[src/rtl/text_console_writer.sv]
// Character-stream front end for the VGA text buffer: keeps a hardware cursor,
// interprets LF/CR/BS/FF and emits one {attr,char} cell write per cycle.
module text_console_writer #(
    parameter int unsigned COLS         = 100,
    parameter int unsigned ROWS         = 60,
    parameter int unsigned ADDR_W       = 14,
    parameter logic [5:0]  DEFAULT_ATTR = 6'b111_000
) (
    input  logic              clock,
    input  logic              reset,
    input  logic              in_valid,
    output logic              in_ready,
    input  logic [7:0]        in_char,
    input  logic              attr_we,
    input  logic [5:0]        attr_in,
    output logic              wenable,
    output logic [ADDR_W-1:0] waddr,
    output logic [13:0]       wdata,
    output logic [6:0]        cursor_x,
    output logic [5:0]        cursor_y,
    output logic              busy
);

    localparam int unsigned CELLS = COLS * ROWS;
    localparam logic [7:0] CH_BS    = 8'h08;
    localparam logic [7:0] CH_LF    = 8'h0A;
    localparam logic [7:0] CH_FF    = 8'h0C;
    localparam logic [7:0] CH_CR    = 8'h0D;
    localparam logic [7:0] CH_SPACE = 8'h20;

    typedef enum logic [1:0] {CLEAR_ALL, IDLE, PUT_WRAP, CLEAR_ROW} state_t;

    state_t            state;
    logic [5:0]        attr;
    logic [5:0]        fill_attr;
    logic [ADDR_W-1:0] fill_addr;
    logic [ADDR_W-1:0] fill_last;
    logic [ADDR_W-1:0] row_base;

    logic              accept;
    logic              at_eol;
    logic              fill_done;
    logic [5:0]        next_y;
    logic [ADDR_W-1:0] next_base;
    logic [ADDR_W-1:0] cell_addr;

    // Cursor/row arithmetic shared by LF and line wrap
    always_comb begin
        accept    = in_valid && in_ready;
        at_eol    = (cursor_x == 7'(COLS - 1));
        fill_done = (fill_addr == fill_last);
        cell_addr = row_base + ADDR_W'(cursor_x);
        if (cursor_y == 6'(ROWS - 1)) begin
            next_y    = '0;
            next_base = '0;
        end else begin
            next_y    = cursor_y + 6'd1;
            next_base = row_base + ADDR_W'(COLS);
        end
    end

    always_ff @(posedge clock) begin
        if (!reset) begin
            state     <= CLEAR_ALL;
            attr      <= DEFAULT_ATTR;
            fill_attr <= DEFAULT_ATTR;
            fill_addr <= '0;
            fill_last <= ADDR_W'(CELLS - 1);
            row_base  <= '0;
            cursor_x  <= '0;
            cursor_y  <= '0;
            wenable   <= 1'b0;
            waddr     <= '0;
            wdata     <= '0;
            in_ready  <= 1'b0;
            busy      <= 1'b1;
        end else begin
            wenable <= 1'b0;
            if (attr_we) attr <= attr_in;

            case (state)
                CLEAR_ALL, PUT_WRAP, CLEAR_ROW: begin
                    wenable   <= 1'b1;
                    waddr     <= fill_addr;
                    wdata     <= {fill_attr, CH_SPACE};
                    fill_addr <= fill_addr + ADDR_W'(1);
                    in_ready  <= 1'b0;
                    busy      <= 1'b1;
                    if (fill_done)               state <= IDLE;
                    else if (state == PUT_WRAP)  state <= CLEAR_ROW;
                end

                IDLE: begin
                    in_ready <= 1'b1;
                    busy     <= 1'b0;
                    if (accept) begin
                        case (in_char)
                            CH_LF: begin
                                // First cell of the new row is written on the accept edge
                                cursor_x  <= '0;
                                cursor_y  <= next_y;
                                row_base  <= next_base;
                                wenable   <= 1'b1;
                                waddr     <= next_base;
                                wdata     <= {attr, CH_SPACE};
                                fill_attr <= attr;
                                fill_addr <= next_base + ADDR_W'(1);
                                fill_last <= next_base + ADDR_W'(COLS - 1);
                                state     <= CLEAR_ROW;
                                in_ready  <= 1'b0;
                                busy      <= 1'b1;
                            end
                            CH_CR: cursor_x <= '0;
                            CH_BS: begin
                                if (cursor_x != 7'd0) begin
                                    cursor_x <= cursor_x - 7'd1;
                                    wenable  <= 1'b1;
                                    waddr    <= cell_addr - ADDR_W'(1);
                                    wdata    <= {attr, CH_SPACE};
                                end
                            end
                            CH_FF: begin
                                cursor_x  <= '0;
                                cursor_y  <= '0;
                                row_base  <= '0;
                                wenable   <= 1'b1;
                                waddr     <= '0;
                                wdata     <= {attr, CH_SPACE};
                                fill_attr <= attr;
                                fill_addr <= ADDR_W'(1);
                                fill_last <= ADDR_W'(CELLS - 1);
                                state     <= CLEAR_ALL;
                                in_ready  <= 1'b0;
                                busy      <= 1'b1;
                            end
                            default: begin
                                wenable <= 1'b1;
                                waddr   <= cell_addr;
                                wdata   <= {attr, in_char};
                                if (at_eol) begin
                                    // Wrap: the new row is cleared after the char write
                                    cursor_x  <= '0;
                                    cursor_y  <= next_y;
                                    row_base  <= next_base;
                                    fill_attr <= attr;
                                    fill_addr <= next_base;
                                    fill_last <= next_base + ADDR_W'(COLS - 1);
                                    state     <= PUT_WRAP;
                                    in_ready  <= 1'b0;
                                    busy      <= 1'b1;
                                end else begin
                                    cursor_x <= cursor_x + 7'd1;
                                end
                            end
                        endcase
                    end
                end

                default: state <= CLEAR_ALL;
            endcase
        end
    end

endmodule

[config.mk]
export PLATFORM = sky130hd
export DESIGN_NAME = text_console_writer
export DESIGN_NICKNAME = d
export VERILOG_FILES = /design/src/rtl/text_console_writer.sv
export SDC_FILE = /design/constraint.sdc
export NUM_CORES = 1
export LEC_CHECK = 0
export CAP_MARGIN = 25
export CORE_ASPECT_RATIO = 0.9
export CORE_MARGIN = 1.5
export CORE_UTILIZATION = 58
export DETAILED_ROUTE_END_ITERATION = 8
export GPL_TIMING_DRIVEN = 0
export HOLD_SLACK_MARGIN = 0.15
export PLACE_DENSITY = 0.89
export SETUP_SLACK_MARGIN = 0.1
export SYNTH_ARGS = -nofsm -noshare
export SYNTH_HDL_FRONTEND = slang
export SYNTH_SLANG_ARGS = --single-unit
[constraint.sdc]
create_clock -name clock -period 3.69 [get_ports clock]
set_input_delay 0.369 -clock clock [delete_from_list [all_inputs] [get_ports clock]]
set_output_delay 0.369 -clock clock [all_outputs]
set_load 0.03 [all_outputs]
# After elaboration in Yosys (flattened, before gate mapping)
# Index checks and enable logic that the tools add are counted.
# classes
bitwise	1
eq_ne	17
add_sub_neg	9
n_reduce_logical	15
muxes	42
# ops
op	n
14-bit one-hot mux with 3 select lines	4
14-bit 2-to-1 mux	8
14-bit one-hot mux with 2 select lines	3
14-bit one-hot mux with 4 select lines	1
8-bit by 4-bit == test with 1-bit output (second input constant)	4
14-bit by 1-bit adder with 14-bit output (second input constant)	2
14-bit by 7-bit adder with 14-bit output (second input constant)	2
6-bit 2-to-1 mux	3
6-bit one-hot mux with 3 select lines	1
14-bit by 7-bit adder with 14-bit output	1
14-bit == test	1
7-bit 2-to-1 mux	2
7-bit one-hot mux with 2 select lines	1
14-bit by 1-bit subtractor with 14-bit output (second input constant)	1
1-bit one-hot mux with 2 select lines	6
6-bit one-hot mux with 2 select lines	1
4-bit AND reduction	3
3-bit AND reduction	3
2-bit 2-to-1 mux	4
2-bit != test (second input constant)	4
7-bit by 1-bit adder with 7-bit output (second input constant)	1
7-bit == test (second input constant)	1
7-bit nonzero test	1
7-bit by 1-bit subtractor with 7-bit output (second input constant)	1
16 further kinds	25
# word_totals
regBits	100
output_inout_bits	44
wordCells	97
input_bits	18

# Logic depth before layout (Yosys ltp)
# Gate-level depths: netlist (run 1).
# logic_depth
ltp_word	6
depth_mapped	12
mapped_depth_nobuf	11

# Worst setup path before layout (run 1)
# OpenSTA, ideal clock, no wires.
# synth_path
path_kind	reg-to-reg
start	register cursor_x[0]
end	register waddr[13]
setup_slack_ps	167
arrival_time_ps	3401
t_required_ps	3568
path_stages_with_launch	12
setup_ps	122
synth_period_minus_slack_ps	3523
path_buffers	0
cell_sequence	dfxtp_1 ha_1 inv_1 fa_1 nand2b_1 or3_1 o22a_1 o311a_4 or4_4 or4_1 a31oi_1 o31ai_1
# synth_between
elab_chain_len	6
elab_cells_between_ends	9
classes_between	add/sub: 2; eq/ne: 1; mux: 4; reduce/logical: 2
# synth_lines
element	line_no	text
from (decl)	19	output logic [6:0] cursor_x,
from (signal assigned)	116	cursor_x <= cursor_x - 7'd1;
from (signal assigned)	152	cursor_x <= cursor_x + 7'd1;
14-bit by 7-bit adder with 14-bit output	52	cell_addr = row_base + ADDR_W'(cursor_x);
14-bit by 1-bit subtractor with 14-bit output	118	waddr <= cell_addr - ADDR_W'(1);
14-bit 2-to-1 mux	115	if (cursor_x != 7'd0) begin
14-bit one-hot mux with 4 select lines	97	case (in_char)
14-bit 2-to-1 mux	96	if (accept) begin
14-bit one-hot mux with 2 select lines	81	case (state)
to (signal assigned)	84	waddr <= fill_addr;
to (signal assigned)	104	waddr <= next_base;
to (signal assigned)	118	
to (decl)	17	output logic [ADDR_W-1:0] waddr,
# Parallel ways exist; a longest one is shown, timed or not. The select of a mux whose other input is x is not followed.
# A chain may end at the register's enable or synchronous reset.

# Worst setup path after layout (run 1)
# layout_path
start	register row_base[2]
end	register fill_addr[12]
# layout_between
elab_chain_len	6
elab_cells_between_ends	7
classes_between	add/sub: 2; mux: 5
# layout_lines
element	line_no	text
from (decl)	38	logic [ADDR_W-1:0] row_base;
from (signal assigned)	102	row_base <= next_base;
from (signal assigned)	144	row_base <= next_base;
14-bit by 7-bit adder with 14-bit output *	58	next_base = row_base + ADDR_W'(COLS);
14-bit 2-to-1 mux *	53	if (cursor_y == 6'(ROWS - 1)) begin
14-bit by 1-bit adder with 14-bit output / 14-bit 2-to-1 mux (equally long branches)	107, 140	
14-bit one-hot mux with 3 select lines *	97	
14-bit 2-to-1 mux *	96	
14-bit one-hot mux with 2 select lines *	81	
to (signal assigned)	86	fill_addr <= fill_addr + ADDR_W'(1);
to (signal assigned)	107	fill_addr <= next_base + ADDR_W'(1);
to (signal assigned)	146	fill_addr <= next_base;
to (decl)	36	logic [ADDR_W-1:0] fill_addr;
# Mark *: on every way between the ends. The rest lies on a longest branch, timed or not. The select of a mux whose other input is x is not followed.

==> results of run 1 <==
[metal layers]
| layer | global-route usage [%] | share of wire [%] | wire length, um | vias up |
|---|---|---|---|---|
| li1 | - | - | - | 3287 |
| met1 | 49.9 | 41 | 8860 | 3263 |
| met2 | 57.3 | 43 | 9390 | 465 |
| met3 | 7.05 | 11 | 2330 | 84 |
| met4 | 20.1 | 5.0 | 1090 | 0 |
| met5 | 0 | 0 | 0 | - |
[cell families after synthesis]
family          Yosys count  synth area share (%)
compound gates          222                  22.9
xor+xnor                 51                  6.96
fa+ha+maj                17                  3.43
buf+inv                  83                  5.07
flops                   100                  31.2
mux                      19                  3.06
simple gates            378                  27.4
[critical path, delay by kind of cell, from the launching register on]
kind | cells | cell delay, ns
flip-flops | 1 | 0.57
AND/OR/NAND/NOR | 3 | 0.90
buffers and inverters | 1 | 0.18
multiplexers | 1 | 0.31
adder cells (fa/ha/maj) | 1 | 0.23
AO/OA/AOI/OAI | 4 | 1.21
[worst max path at each step]
stage	start	endpoint	slack [ns]	depth (start not counted)
3_5_place_dp	in_char[5]	row_base[9]	-0.23	10
5_1_grt	in_char[5]	row_base[9]	0.04	10
2_1_floorplan	cursor_x[0]	waddr[13]	0.17	11
6_report	row_base[2]	fill_addr[12]	0.19	10
3_3_place_gp	in_char[5]	row_base[10]	-0.19	10
4_1_cts	row_base[0]	waddr[13]	0.11	11
[sequential cells by signal, indices dropped and copies added (netlist names)]
signal     count
fill_attr      6
waddr         14
fill_last     14
in_ready       1
wenable        1
wdata         14
state          2
attr           6
busy           1
cursor_y       6
row_base      14
fill_addr     14
cursor_x       7
[timing repair]
| action | CTS | global route |
|---|---|---|
| resized for setup | 4 | 9 |
| hold buffers | 0 | 0 |
| endpoints found under the setup margin | 2 | 44 |
[stage by stage]
step / instances / TNS [ns] / util, % / setup WS (ns)
4_1_cts: 1077 / 0 / 69.4 / 0.115
2_1_floorplan: 870 / 0 / - / 0.167
3_3_place_gp: 1061 / -3.25 / 66.3 / -0.189
6_report: 1077 / 0 / 69.8 / 0.192
3_5_place_dp: 1061 / -4.86 / 66.3 / -0.235
5_1_grt: 1077 / 0 / 69.8 / 0.0446
[layout make-up]
type                            count  area (um2)
Sequential cell                   100        2010
Clock buffer                        9         225
Timing Repair Buffer               58         581
Multi-Input combinational cell    687        4140
Fill cell                         927        3270
Inverter                           19        71.3
Clock inverter                      7        93.8
Buffer                             64         254
Tap cell                          133         166
[cells in the mapped netlist (4+ instances only)]
| library cell | count |
|---|---|
| xnor2_1 | 26 |
| buf_2 | 8 |
| and2_1 | 5 |
| nand2b_1 | 8 |
| o221ai_1 | 7 |
| or3_1 | 7 |
| o311ai_0 | 5 |
| or2_2 | 4 |
| clkbuf_1 | 52 |
| dfxtp_1 | 100 |
| a31oi_1 | 11 |
| nor2_1 | 95 |
| a311oi_1 | 8 |
| o22ai_1 | 6 |
| and4_1 | 6 |
| xor2_1 | 25 |
| mux2i_1 | 14 |
| nor2b_1 | 6 |
| o21ai_0 | 44 |
| a21oi_1 | 70 |
| a22oi_1 | 9 |
| mux2_2 | 5 |
| nand4_1 | 14 |
| o211ai_1 | 6 |
| ha_1 | 16 |
| a221oi_1 | 4 |
| nand2_1 | 135 |
| nor4_1 | 9 |
| nor3_1 | 25 |
| nand3_1 | 42 |
| and3_1 | 6 |
| o31ai_1 | 7 |
| a211oi_1 | 12 |
| inv_1 | 19 |
[power by group]
| group | switching (mW) | internal (mW) |
|---|---|---|
| Clock | 0.479 | 0.546 |
| Combinational | 0.158 | 0.0843 |
| Sequential | 0.0279 | 1.10 |
==> results.ini, run 1 <==
[run_status]
status=finished, final reports clean

[synthesis]
synthCells=870
synth_area_leaders=dfxtp_1 (31%), nand2_1 (7.9%), nor2_1 (5.6%)
synth.distinct_cells=72
async_reset_ff_share_pct=0
ys_ff_latch=100
synth-seq-area-share_pct=31.2
synthesis.area_um2=6420
synth_top_area_share_pct=31.2
avgSynthCellArea_um2=7.38
syn-num-nets=905
synth_edf_count=0
yosysWarnings=0
synth_top_flop_cell=dfxtp_1
synth.largest_area_cell=dfxtp_1

[global_route]
grt_max_degree=20
grt_pass1_vias=6344
grt_pass1_wl_um=33400
grt_use_total_pct=37.2
grt_overflow=0
antenna_found_initial=0

[sta]
setup_violations=0
finalCriticalPeriod_ns=3.50
tightest_slew_ns=0.819
grt_setup_unrepaired=true
fmax_ghz=0.286
relSlewSlack_pct=45.4
fin_skew_ns=0.00903
hold_slack_ns=0.456
fin_crit_sh_pct=94.8
slew_viol_final=0
hold_viol_final=0

[clocking]
clockRootBuffer=clkbuf_16
cts_tree=yes
cts_buffers=9
clkSinkCount=100
clock_latency_ns=0.36
postCtsSetupRepairBufs=0
clk_pin_slew_ns=0.07
h-tree-depth=3
cts_buffer_depth=2

[worst_setup_path]
crit_path_frequent_cell=a211oi_1
crit_required_ns=3.96
worstSetupPathType=register to register
timing.rr.end=fill_addr[12]
path_max_fanout=9
cp-start-kind=register
crit_chain=ha_1 -> buf_2 -> a211oi_1 -> or4_1 -> a21oi_2 -> nand3_1 -> a211oi_1 -> nand2_1 -> mux2_2 -> o31ai_1
r2r_start=row_base[2]
arrival_ns=3.77
ff2ff_setup_slack_ns=0.19
reg2regPathDepth=10
critPathMaxStageDelay_ns=0.57
cp_slowest_cell=dfxtp_1
cp-end-kind=register

[finish]
mostFrequentLayoutCells=nand2_1 (135), dfxtp_1 (97), nor2_1 (95)
drive_above_1_share_pct=6.04
fin_nets=974
antenna_cells=0
syn_to_final_growth_pct=17.5
design_area_um2=7540
final_common_cell=nand2_1

[die]
core_um2=10800
fp.dieH_um=103
start_util_pct=59.4
pin_count=62
die_w_um=114
rows=36
die_area_um2=11700

[hold_path]
min_path_type=register to register
hp-start=wdata[3]
min_path_cells=2
holdPathEnd=wdata[3]

[power_and_ir_drop]
power_density_nw_per_um2=318
p_leak_nw=2.62
report.power.total_mw=2.40
vdd_ir_drop_max_mv=0.268

[placement]
io_buffers=58
place_area_um2=7170
gp_congestion=1.06
hpwl_um=16000

[routing]
drtPass1Iterations=5
postRouteAntennaNets=0
viasPerCell=6.59
drt_iter0_drc=935
wl_um=21700
drcViolationCount=0
avgRoutedWirePerCell_um=20.1
vias=7099

[run]
drv_cap=0

No activity file was read; power rests on OpenSTA's default activity.
==> run 2: changes to the inputs <==
--- a/config.mk
+++ b/config.mk
@@ -8,8 +8,9 @@
 export CAP_MARGIN = 25
 export CORE_ASPECT_RATIO = 0.9
 export CORE_MARGIN = 1.5
-export CORE_UTILIZATION = 58
+export CORE_UTILIZATION = 65
 export DETAILED_ROUTE_END_ITERATION = 8
+export DONT_BUFFER_PORTS = 1
 export GPL_TIMING_DRIVEN = 0
 export HOLD_SLACK_MARGIN = 0.15
 export PLACE_DENSITY = 0.89
==> run 2 against run 1 <==
  * Die area is 10% lower
  * Combinational power shrank 24%
  * Clock skew rose by 0.0075 ns
  * Via count grew 1.2%
  * Setup slack better by 0.029 ns
  * Clock-buffer cell count is the same
  * Sequential share of layout area is 2.3 points higher
  * Cell count decreased by 5.1%
  * Maximum frequency increased by 0.82%
  * Critical endpoint unchanged
  * Largest power group unchanged
==> results.ini, run 2 (synthesized netlist as in run 1, its figures left out) <==
[die]
die_area_um2=10500
pin_count=62
fp.dieH_um=97.3
rows=34
core_um2=9610
start_util_pct=66.8
die_w_um=108

[power_and_ir_drop]
power_density_nw_per_um2=298
p_leak_nw=2.41
report.power.total_mw=2.07
vdd_ir_drop_max_mv=0.271

[global_route]
antenna_found_initial=0
grt_max_degree=21
grt_pass1_wl_um=35400
grt_overflow=0
grt_pass1_vias=6871
grt_use_total_pct=44.4

[finish]
mostFrequentLayoutCells=nand2_1 (135), dfxtp_1 (96), nor2_1 (94)
regArea_um2=2010
drive_above_1_share_pct=6.92
n_fill_cell=786
syn_to_final_growth_pct=8.42
multi_input_area_um2=4160
antenna_cells=0
fin_nets=926
final_common_cell=nand2_1
design_area_um2=6960
fin_cells=1022
fin_util_pct=72.4

[hold_path]
holdPathEnd=attr[0]
min_path_cells=2
hp-start=attr_in[0]
min_path_type=primary input to register

[clocking]
cts_buffer_depth=2
clockRootBuffer=clkbuf_8
h-tree-depth=3
cts_buffers=9
clkSinkCount=100
clock_latency_ns=0.40
clk_pin_slew_ns=0.11
cts_tree=yes

[sta]
fmax_ghz=0.288
slew_viol_final=0
fin_skew_ns=0.0166
setup_violations=0
fin_crit_sh_pct=94.0
relSlewSlack_pct=44.0
finalCriticalPeriod_ns=3.47
hold_viol_final=0
tightest_slew_ns=0.834
grt_setup_unrepaired=false
fin_ws_ns=0.221

[worst_setup_path]
ff2ff_setup_slack_ns=0.22
critPathBufInv=1
arrival_ns=3.77
r2r_start=row_base[2]
timing.rr.end=fill_addr[12]
cp_slowest_cell=dfxtp_1
crit_chain=ha_1 -> buf_2 -> a211oi_1 -> or4_1 -> a21oi_2 -> nand3_1 -> a211oi_2 -> nand2_1 -> mux2_2 -> o31ai_1
crit_family=compound AO/OA/AOI/OAI gates
crit_required_ns=3.99
worstSetupPathType=register to register
cp-start-kind=register
critPathMaxStageDelay_ns=0.61
reg2regPathDepth=10
path_max_fanout=9
cp-end-kind=register

[routing]
drtPass1Iterations=6
met1_length_um=8670
viasPerCell=7.03
routed-wl-met2_um=10300
wl_met3_um=2990
top_layer_used=met4
drcViolationCount=0
wl_um=23100
avgRoutedWirePerCell_um=22.6
postRouteAntennaNets=0
drt_iter0_drc=963
vias=7186

[placement]
post-place-cells=996
gp_congestion=1.06
io_buffers=0
place_area_um2=6580
hpwl_um=17100
pre_cts_ws_ns=-0.336

[run]
drv_cap=0

[run_status]
status=finished, final reports clean

run 2: cell count changes in the layout (fill, tap and decap cells not counted), moves of 2 or more:
cell	before	now
clkbuf_2	0	3
a21oi_2	4	2
clkbuf_16	9	0
clkdlybuf4s50_1	58	0
clkbuf_8	0	9
dlygate4sd3_1	0	10
clkbuf_1	52	49
run 2: worst reg2reg max path, stage by stage, from the launching register on:
cell and delay [ns]:
dfxtp_1 0.61, ha_1 0.22, buf_2 0.20, a211oi_1 0.17, or4_1 0.52, a21oi_2 0.41
nand3_1 0.26, a211oi_2 0.41, nand2_1 0.10, mux2_2 0.29, o31ai_1 0.20
run 2: worst max path at each step:
stage / from / endpoint / slack [ns] / cells after the start
after global routing: cursor_x[5] / waddr[12] / 0.10 / 10
after global placement: cursor_x[0] / waddr[12] / -0.12 / 11
final: row_base[2] / fill_addr[12] / 0.22 / 10
after floorplan: cursor_x[0] / waddr[13] / 0.17 / 11
after CTS: cursor_x[0] / waddr[13] / 0.14 / 11
after detailed placement: cursor_x[1] / waddr[12] / -0.34 / 10
run 2: through the flow:
stage	TNS [ns]	hold WS (ns)
CTS	0	0.164
global placement	-0.189	0.443
finish	0	0.189
global route	0	0.195
detailed placement	-0.620	0.448
floorplan	0	0.437
run 2: per-layer routing:
layer / up-vias / GRT usage, %
met4: 0 / 26.1
met2: 545 / 68.4
met3: 102 / 13.3
met5: - / 5.61
met1: 3357 / 54.1
li1: 3182 / -
run 2: area by class of cell:
class                   instances  share of cell area, %
plain buffers                  64                   3.70
clock buffers                   9                   1.78
clock inverters                 7                   1.08
inverters                      19                   1.02
multi-input cells             687                   59.8
flip-flops and latches        100                   28.9
well taps                     126                   2.27
repair buffers                 10                   1.44
run 2: what timing repair did:
action | in CTS | in global routing
hold buffers | 10 | 0
resized for setup | 6 | 19
buffers inserted | 0 | 0
endpoints found under the setup margin | 4 | 28
pin swaps | 0 | 1
endpoints found under the hold margin | 10 | 0
run 2: report_power, final:
| group | total [mW] | switching [mW] | internal, mW | leakage [nW] |
|---|---|---|---|---|
| Clock | 0.728 | 0.459 | 0.269 | 0.0985 |
| Combinational | 0.185 | 0.130 | 0.0555 | 1.49 |
| Sequential | 1.16 | 0.0554 | 1.10 | 0.814 |
| Total | 2.07 | 0.644 | 1.43 | 2.41 |
